## src/rtl/otter_pipe_pkg.sv

```systemverilog
// Shared types for the OTTER pipeline hazard controller.
package otter_pipe_pkg;

   typedef enum logic [6:0] {
      OP_LUI    = 7'b0110111,
      OP_AUIPC  = 7'b0010111,
      OP_JAL    = 7'b1101111,
      OP_JALR   = 7'b1100111,
      OP_BRANCH = 7'b1100011,
      OP_LOAD   = 7'b0000011,
      OP_STORE  = 7'b0100011,
      OP_IMM    = 7'b0010011,
      OP_REG    = 7'b0110011
   } opcode_t;

   typedef enum logic [1:0] {
      FWD_RF    = 2'd0,
      FWD_EXMEM = 2'd1,
      FWD_MEMWB = 2'd2
   } fwd_sel_t;

   typedef enum logic [1:0] {
      ST_RUN    = 2'd0,
      ST_STALL  = 2'd1,
      ST_FLUSH  = 2'd2,
      ST_FREEZE = 2'd3
   } ctrl_state_t;

   typedef struct packed {
      logic       vld;
      logic [4:0] rd;
      logic       wr;
      logic       ld;
   } sb_entry_t;

   localparam sb_entry_t SB_EMPTY = '{vld: 1'b0, rd: 5'd0, wr: 1'b0, ld: 1'b0};

   // Youngest in-flight producer wins.
   function automatic fwd_sel_t pick_fwd(input logic hit_ex, input logic hit_mem);
      if (hit_ex)
         return FWD_EXMEM;
      else if (hit_mem)
         return FWD_MEMWB;
      return FWD_RF;
   endfunction

endpackage

```

## src/rtl/otter_hazard_cmp.sv

```systemverilog
// Compares one scoreboard entry against the ID source registers.
module otter_hazard_cmp
   import otter_pipe_pkg::*;
(
   input  sb_entry_t  ent,
   input  logic [4:0] rs1,
   input  logic [4:0] rs2,
   input  logic       use_rs1,
   input  logic       use_rs2,
   output logic       dep_a,
   output logic       dep_b
);

   logic live;
   logic unused_ld;

   // x0 is hard-wired zero, so a write to it never produces a dependency.
   assign live      = ent.vld & ent.wr & (ent.rd != 5'd0);
   assign dep_a     = live & use_rs1 & (rs1 == ent.rd);
   assign dep_b     = live & use_rs2 & (rs2 == ent.rd);
   assign unused_ld = ent.ld;

endmodule

```

## src/rtl/otter_pipe_hazard_ctrl.sv

```systemverilog
// OTTER 5-stage hazard/sequencing controller. Define OTTER_FWD_EN to enable
// EX forwarding (load-use stalls only); otherwise every RAW dependency stalls.
//
// state     | meaning
// ST_RUN    | pipe advances, ID issues into EX
// ST_STALL  | hazard: PC and IF/ID hold, bubble into EX
// ST_FLUSH  | taken branch in EX: IF/ID and ID/EX get bubbles
// ST_FREEZE | data memory busy: whole pipe holds
module otter_pipe_hazard_ctrl
   import otter_pipe_pkg::*;
#(
   parameter int CNT_W = 32
)(
   input  logic             CLK,
   input  logic             RST,
   input  logic             id_vld,
   input  logic [4:0]       id_rs1,
   input  logic [4:0]       id_rs2,
   input  logic             id_use_rs1,
   input  logic             id_use_rs2,
   input  logic [4:0]       id_rd,
   input  logic             id_reg_write,
   input  logic             id_mem_read,
   input  logic             ex_br_taken,
   input  logic             dmem_stall,
   output logic             pc_write,
   output logic             ifid_write,
   output logic             ifid_flush,
   output logic             idex_flush,
   output logic [1:0]       fwd_a,
   output logic [1:0]       fwd_b,
   output logic [1:0]       state,
   output logic [CNT_W-1:0] cnt_stall,
   output logic [CNT_W-1:0] cnt_flush
);

   sb_entry_t   sh_ex, sh_mem, sh_wb, id_ent;
   logic [1:0]  dep_ex, dep_mem, dep_wb;
   logic        hazard;
   ctrl_state_t state_q, act;
   fwd_sel_t    fwd_a_q, fwd_b_q, fwd_a_nxt, fwd_b_nxt;
   logic [CNT_W-1:0] cnt_stall_q, cnt_flush_q;

   assign id_ent = '{vld: id_vld, rd: id_rd, wr: id_reg_write, ld: id_mem_read};

   otter_hazard_cmp u_cmp_ex (
      .ent(sh_ex), .rs1(id_rs1), .rs2(id_rs2), .use_rs1(id_use_rs1), .use_rs2(id_use_rs2),
      .dep_a(dep_ex[1]), .dep_b(dep_ex[0])
   );
   otter_hazard_cmp u_cmp_mem (
      .ent(sh_mem), .rs1(id_rs1), .rs2(id_rs2), .use_rs1(id_use_rs1), .use_rs2(id_use_rs2),
      .dep_a(dep_mem[1]), .dep_b(dep_mem[0])
   );
   otter_hazard_cmp u_cmp_wb (
      .ent(sh_wb), .rs1(id_rs1), .rs2(id_rs2), .use_rs1(id_use_rs1), .use_rs2(id_use_rs2),
      .dep_a(dep_wb[1]), .dep_b(dep_wb[0])
   );

`ifdef OTTER_FWD_EN
   logic unused_wb;
   assign unused_wb = |dep_wb;
   // Only a load still in EX cannot be forwarded in time.
   assign hazard    = id_vld & sh_ex.ld & (|dep_ex);
`else
   // Register file is not write-through, so any producer up to WB blocks issue.
   assign hazard    = id_vld & (|{dep_ex, dep_mem, dep_wb});
`endif

   always_comb begin
      act        = ST_RUN;
      pc_write   = 1'b1;
      ifid_write = 1'b1;
      ifid_flush = 1'b0;
      idex_flush = 1'b0;
      if (RST) begin
         pc_write   = 1'b0;
         ifid_write = 1'b0;
         ifid_flush = 1'b1;
         idex_flush = 1'b1;
      end else if (dmem_stall) begin
         act        = ST_FREEZE;
         pc_write   = 1'b0;
         ifid_write = 1'b0;
      end else if (ex_br_taken) begin
         act        = ST_FLUSH;
         ifid_flush = 1'b1;
         idex_flush = 1'b1;
      end else if (hazard) begin
         act        = ST_STALL;
         pc_write   = 1'b0;
         ifid_write = 1'b0;
         idex_flush = 1'b1;
      end
   end

   always_comb begin
      fwd_a_nxt = FWD_RF;
      fwd_b_nxt = FWD_RF;
`ifdef OTTER_FWD_EN
      if (act == ST_RUN && id_vld) begin
         fwd_a_nxt = pick_fwd(dep_ex[1], dep_mem[1]);
         fwd_b_nxt = pick_fwd(dep_ex[0], dep_mem[0]);
      end
`endif
   end

   always_ff @(posedge CLK) begin
      if (RST)
         state_q <= ST_RUN;
      else
         state_q <= act;
   end

   always_ff @(posedge CLK) begin
      if (RST) begin
         sh_ex       <= SB_EMPTY;
         sh_mem      <= SB_EMPTY;
         sh_wb       <= SB_EMPTY;
         fwd_a_q     <= FWD_RF;
         fwd_b_q     <= FWD_RF;
         cnt_stall_q <= '0;
         cnt_flush_q <= '0;
      end else if (act != ST_FREEZE) begin
         sh_wb   <= sh_mem;
         sh_mem  <= sh_ex;
         sh_ex   <= (act == ST_RUN) ? id_ent : SB_EMPTY;
         fwd_a_q <= fwd_a_nxt;
         fwd_b_q <= fwd_b_nxt;
         if (act == ST_STALL)
            cnt_stall_q <= cnt_stall_q + CNT_W'(1);
         if (act == ST_FLUSH)
            cnt_flush_q <= cnt_flush_q + CNT_W'(1);
      end
   end

   assign fwd_a     = fwd_a_q;
   assign fwd_b     = fwd_b_q;
   assign state     = state_q;
   assign cnt_stall = cnt_stall_q;
   assign cnt_flush = cnt_flush_q;

endmodule

```

## config.mk

```make
export PLATFORM = sky130hd
export DESIGN_NAME = otter_pipe_hazard_ctrl
export DESIGN_NICKNAME = d
export VERILOG_FILES = /design/src/rtl/otter_pipe_pkg.sv /design/src/rtl/otter_hazard_cmp.sv /design/src/rtl/otter_pipe_hazard_ctrl.sv
export SDC_FILE = /design/constraint.sdc
export NUM_CORES = 1
export LEC_CHECK = 0
export CELL_PAD_IN_SITES_DETAIL_PLACEMENT = 2
export CELL_PAD_IN_SITES_GLOBAL_PLACEMENT = 2
export CORE_MARGIN = 5
export CORE_UTILIZATION = 32
export CTS_CLUSTER_SIZE = 14
export DETAILED_ROUTE_END_ITERATION = 10
export GPL_TIMING_DRIVEN = 0
export PLACE_DENSITY = 0.85
export SETUP_SLACK_MARGIN = 0.5
export SYNTH_ARGS = -nofsm -noshare
export SYNTH_HDL_FRONTEND = slang
export SYNTH_SLANG_ARGS = --single-unit
```

## constraint.sdc

```tcl
create_clock -name CLK -period 6.2 [get_ports CLK]
set_input_delay 1.24 -clock CLK [delete_from_list [all_inputs] [get_ports CLK]]
set_output_delay 1.24 -clock CLK [all_outputs]
set_load 0.01 [all_outputs]
```

==> impl_metrics.env <==
export IMPL_clock_sinks=87
export IMPL_rows=42
export IMPL_yosysTopAreaCellShare_pct=39.56
export IMPL_synth_cell_types=55
export IMPL_p_total_mw=1.271
export IMPL_post_cts_buffers=0
export IMPL_path_cells="clkdlybuf4s50_1 > xor2_1 > nor4_1 > and3_1 > o21bai_1 > and3_4 > buf_6 > buf_2 > nor2_1 > nor3_1 > buf_4 > clkdlybuf4s50_1"
export IMPL_cpMostUsedCell="clkdlybuf4s50_1"
export IMPL_nFillCells=1469
export IMPL_diodes=0
export IMPL_clockBufferDepth=2
export IMPL_skew_ns=0.008785
export IMPL_synth_edf_count=0
export IMPL_crit_buf_inv=5
export IMPL_synth_compound_area_share_pct=13.78
export IMPL_synth_cells=504
export IMPL_multi_input_area_um2=2427
export IMPL_wl_um=15290
export IMPL_switching_share_pct=21.90
export IMPL_grt_pass1_vias=4768
export IMPL_period_minus_slack_ns=5.414
export IMPL_synth_most_common_cell="dfxtp_1"
export IMPL_clkLatencyLatePin_ns=0.35
export IMPL_grt_overflow_total=0
export IMPL_via_count=4278
export IMPL_worstSetupStartpointType="input port"
export IMPL_rsz0062_at_grt="false"
export IMPL_hold_depth=2
export IMPL_antenna_found_initial=0
export IMPL_p_int_uw=992.8
export IMPL_min_period_over_period_pct=87.32
export IMPL_seqCellArea_um2=1742
export IMPL_synthArstFlopShare_pct=0
export IMPL_grt_max_degree=15
export IMPL_ctsResizeCount=0
export IMPL_yosys_area_share_simple_pct=25.86
export IMPL_cp_max_fo=10
export IMPL_synth_top_family_by_area="simple AND/OR/NAND/NOR gates"
export IMPL_power_frac_seq_pct=44.8
export IMPL_crit_reg2reg_launch="sh_mem[4]"
export IMPL_root_buffer="clkbuf_16"
export IMPL_layout_drive_gt1_share_pct=8.320
export IMPL_tritoncts="done"
export IMPL_coreArea_um2=13350
export IMPL_fin_tns_setup_ns=0
export IMPL_crit_family="buffers and inverters"
export IMPL_die_area_um2=16210
export IMPL_fmax_mhz=184.7
export IMPL_cap_viol_max_count=0
export IMPL_detail_route_wl_per_cell_um=19.38
export IMPL_path_class="input port to output port"
export IMPL_grtUsageTotal_pct=19.33
export IMPL_max_stage_delay_ns=0.58
export IMPL_p_clk_share_pct=49.3
export IMPL_ctsHtreeMaxLevel=3
export IMPL_synth_adder_area_share_pct=0.5683
export IMPL_synth_avg_cell_area_um2=8.736
export IMPL_p_leak_nw=2.067
export IMPL_yosys_area_top_type="dfxtp_1"
export IMPL_hold_viol_final=0
export IMPL_power_frac_comb_pct=5.9
export IMPL_ys_flop_type="dfxtp_1"
export IMPL_io_pins=98
export IMPL_synthesis_area_um2=4403
export IMPL_netlist_top_cells_area="dfxtp_1, xor2_1, nor2_1"
export IMPL_num_nets_final=634
export IMPL_die_x_um=127.3
export IMPL_crit_path_end_kind="output port"
export IMPL_path_clk_slew_ns=0.06
export IMPL_crit_slowest_cell="clkdlybuf4s50_1"
export IMPL_finalSetupViolCount=0
export IMPL_power_density_nw_per_um2=216.4
export IMPL_synthToLayoutAreaGrowth_pct=33.39
export IMPL_ys_seq_area_share_pct=39.56
export IMPL_final_max_slew_viol_count=0
export IMPL_cts_made_buffers=9
export IMPL_dr_pass1_iters=4
export IMPL_vias_per_cell=5.422
export IMPL_p_switching_uw=278.4
export IMPL_die_y_um=127.3
export IMPL_drtIter0Drc=117
export IMPL_vdd_ir_drop_max_v=0.0001694
export IMPL_rr_worst_depth=8
export IMPL_crit_required_ns=4.96
export IMPL_hold_path_startpoint="cnt_stall[31]"
export IMPL_yosysWarnings=0
export IMPL_synth_mux_area_share_pct=3.637
export IMPL_crit_path_start="id_rs1[4]"
export IMPL_place_hpwl_um=11480
export IMPL_tightest_slew_ns=0.7513
export IMPL_port_buffers=90
export IMPL_start_util_pct=32.99
export IMPL_status="finished, final reports clean"
export IMPL_gp_congestion=0.8679
export IMPL_ys_seq_elements=87
export IMPL_final_util_pct=44.00
export IMPL_relSlewSlack_pct=49.91
export IMPL_cts_hold_buffers=0
export IMPL_cp_arrival_ns=4.17
export IMPL_ant_nets=0
export IMPL_drc=0
export IMPL_grt_pass1_wl_um=24930
export IMPL_crit_cells=12
export IMPL_synth_xor_area_share_pct=10.94
export IMPL_holdCritPathClass="flop to flop"
export IMPL_synthTopCellsByCount="dfxtp_1, nor2_1, a21oi_1"
## metrics by stage
stage	hold slack (ns)	setup WS, ns	cell area, um2	cells
global placement	0.4613	0.9170	5535	773
global route	0.5227	0.5804	5873	789
detailed placement	0.4751	0.7857	5535	773
finish	0.4792	0.7859	5873	789
floorplan	0.4639	2.148	4414	507
CTS	0.4834	0.7642	5873	789
## layout by cell type (no fill, tap or decap), types with 4 or more instances in the layout
cell type,instances
a21o_1,4
clkbuf_16,9
xor2_1,34
a21oi_1,38
or4_1,16
nand3_1,20
a32oi_1,7
o31ai_1,15
and3_1,14
clkbuf_1,14
buf_2,7
or3_1,13
o21ai_0,13
xnor2_1,21
nor4_1,9
dfxtp_1,87
nand2_1,13
nor2b_1,7
nor3_1,9
inv_1,17
buf_4,5
nor2_1,58
mux2i_1,16
clkdlybuf4s50_1,90
conb_1,4
nand4_1,18
## tightest hold or removal path, stage by stage (launching register included)
cell and delay, ns:
dfxtp_1 0.32, o41ai_1 0.06, a21oi_1 0.05
## power by group through the flow
stage,sequential [mW],clock (mW),combinational (mW)
after floorplan,0.581,0,0.0384
after global placement,0.582,0,0.0707
after detailed placement,0.582,0,0.0749
after CTS,0.570,0.635,0.0758
after global routing,0.570,0.654,0.0819
final,0.570,0.626,0.0751
## sequential cells by signal (all words and copies together) (netlist names)
signal     cells
cnt_flush     32
cnt_stall     32
sh_ex          7
sh_mem         7
sh_wb          7
state          2
## logic make-up after synthesis
family	count (synthesis)
and+or+nand+nor	200
AOI/OAI and AO/OA	95
DFF	87
xor gates and xnor gates	55
buffers and inverters	48
muxes	16
adders and majority gates	2
other	1
## worst paths after layout
path / endpoint / slack, ns
max reg2reg: cnt_stall[20] / 3.37
max: pc_write / 0.79
min reg2reg: cnt_stall[31] / 0.48
min: cnt_stall[31] / 0.48
## routing by layer
layer / vias to the layer above / global-route usage, % / part of all wire, %
li1: 2017 / - / -
met1: 2151 / 22.00 / 41
met2: 93 / 35.58 / 53
met3: 17 / 4.007 / 4.1
met4: 0 / 6.751 / 1.5
met5: - / 0 / 0
## area by class of cell
| cell class | instances | share of cell area [%] |
|---|---|---|
| Timing Repair Buffer | 90 | 15.34 |
| Sequential cell | 87 | 29.65 |
| Buffer | 31 | 3.089 |
| Clock buffer | 10 | 3.899 |
| Clock inverter | 6 | 1.853 |
| Multi-Input combinational cell | 372 | 41.33 |
| Tap cell | 176 | 3.749 |
| Inverter | 17 | 1.086 |
Note: power is estimated with default switching activity, not from simulation.
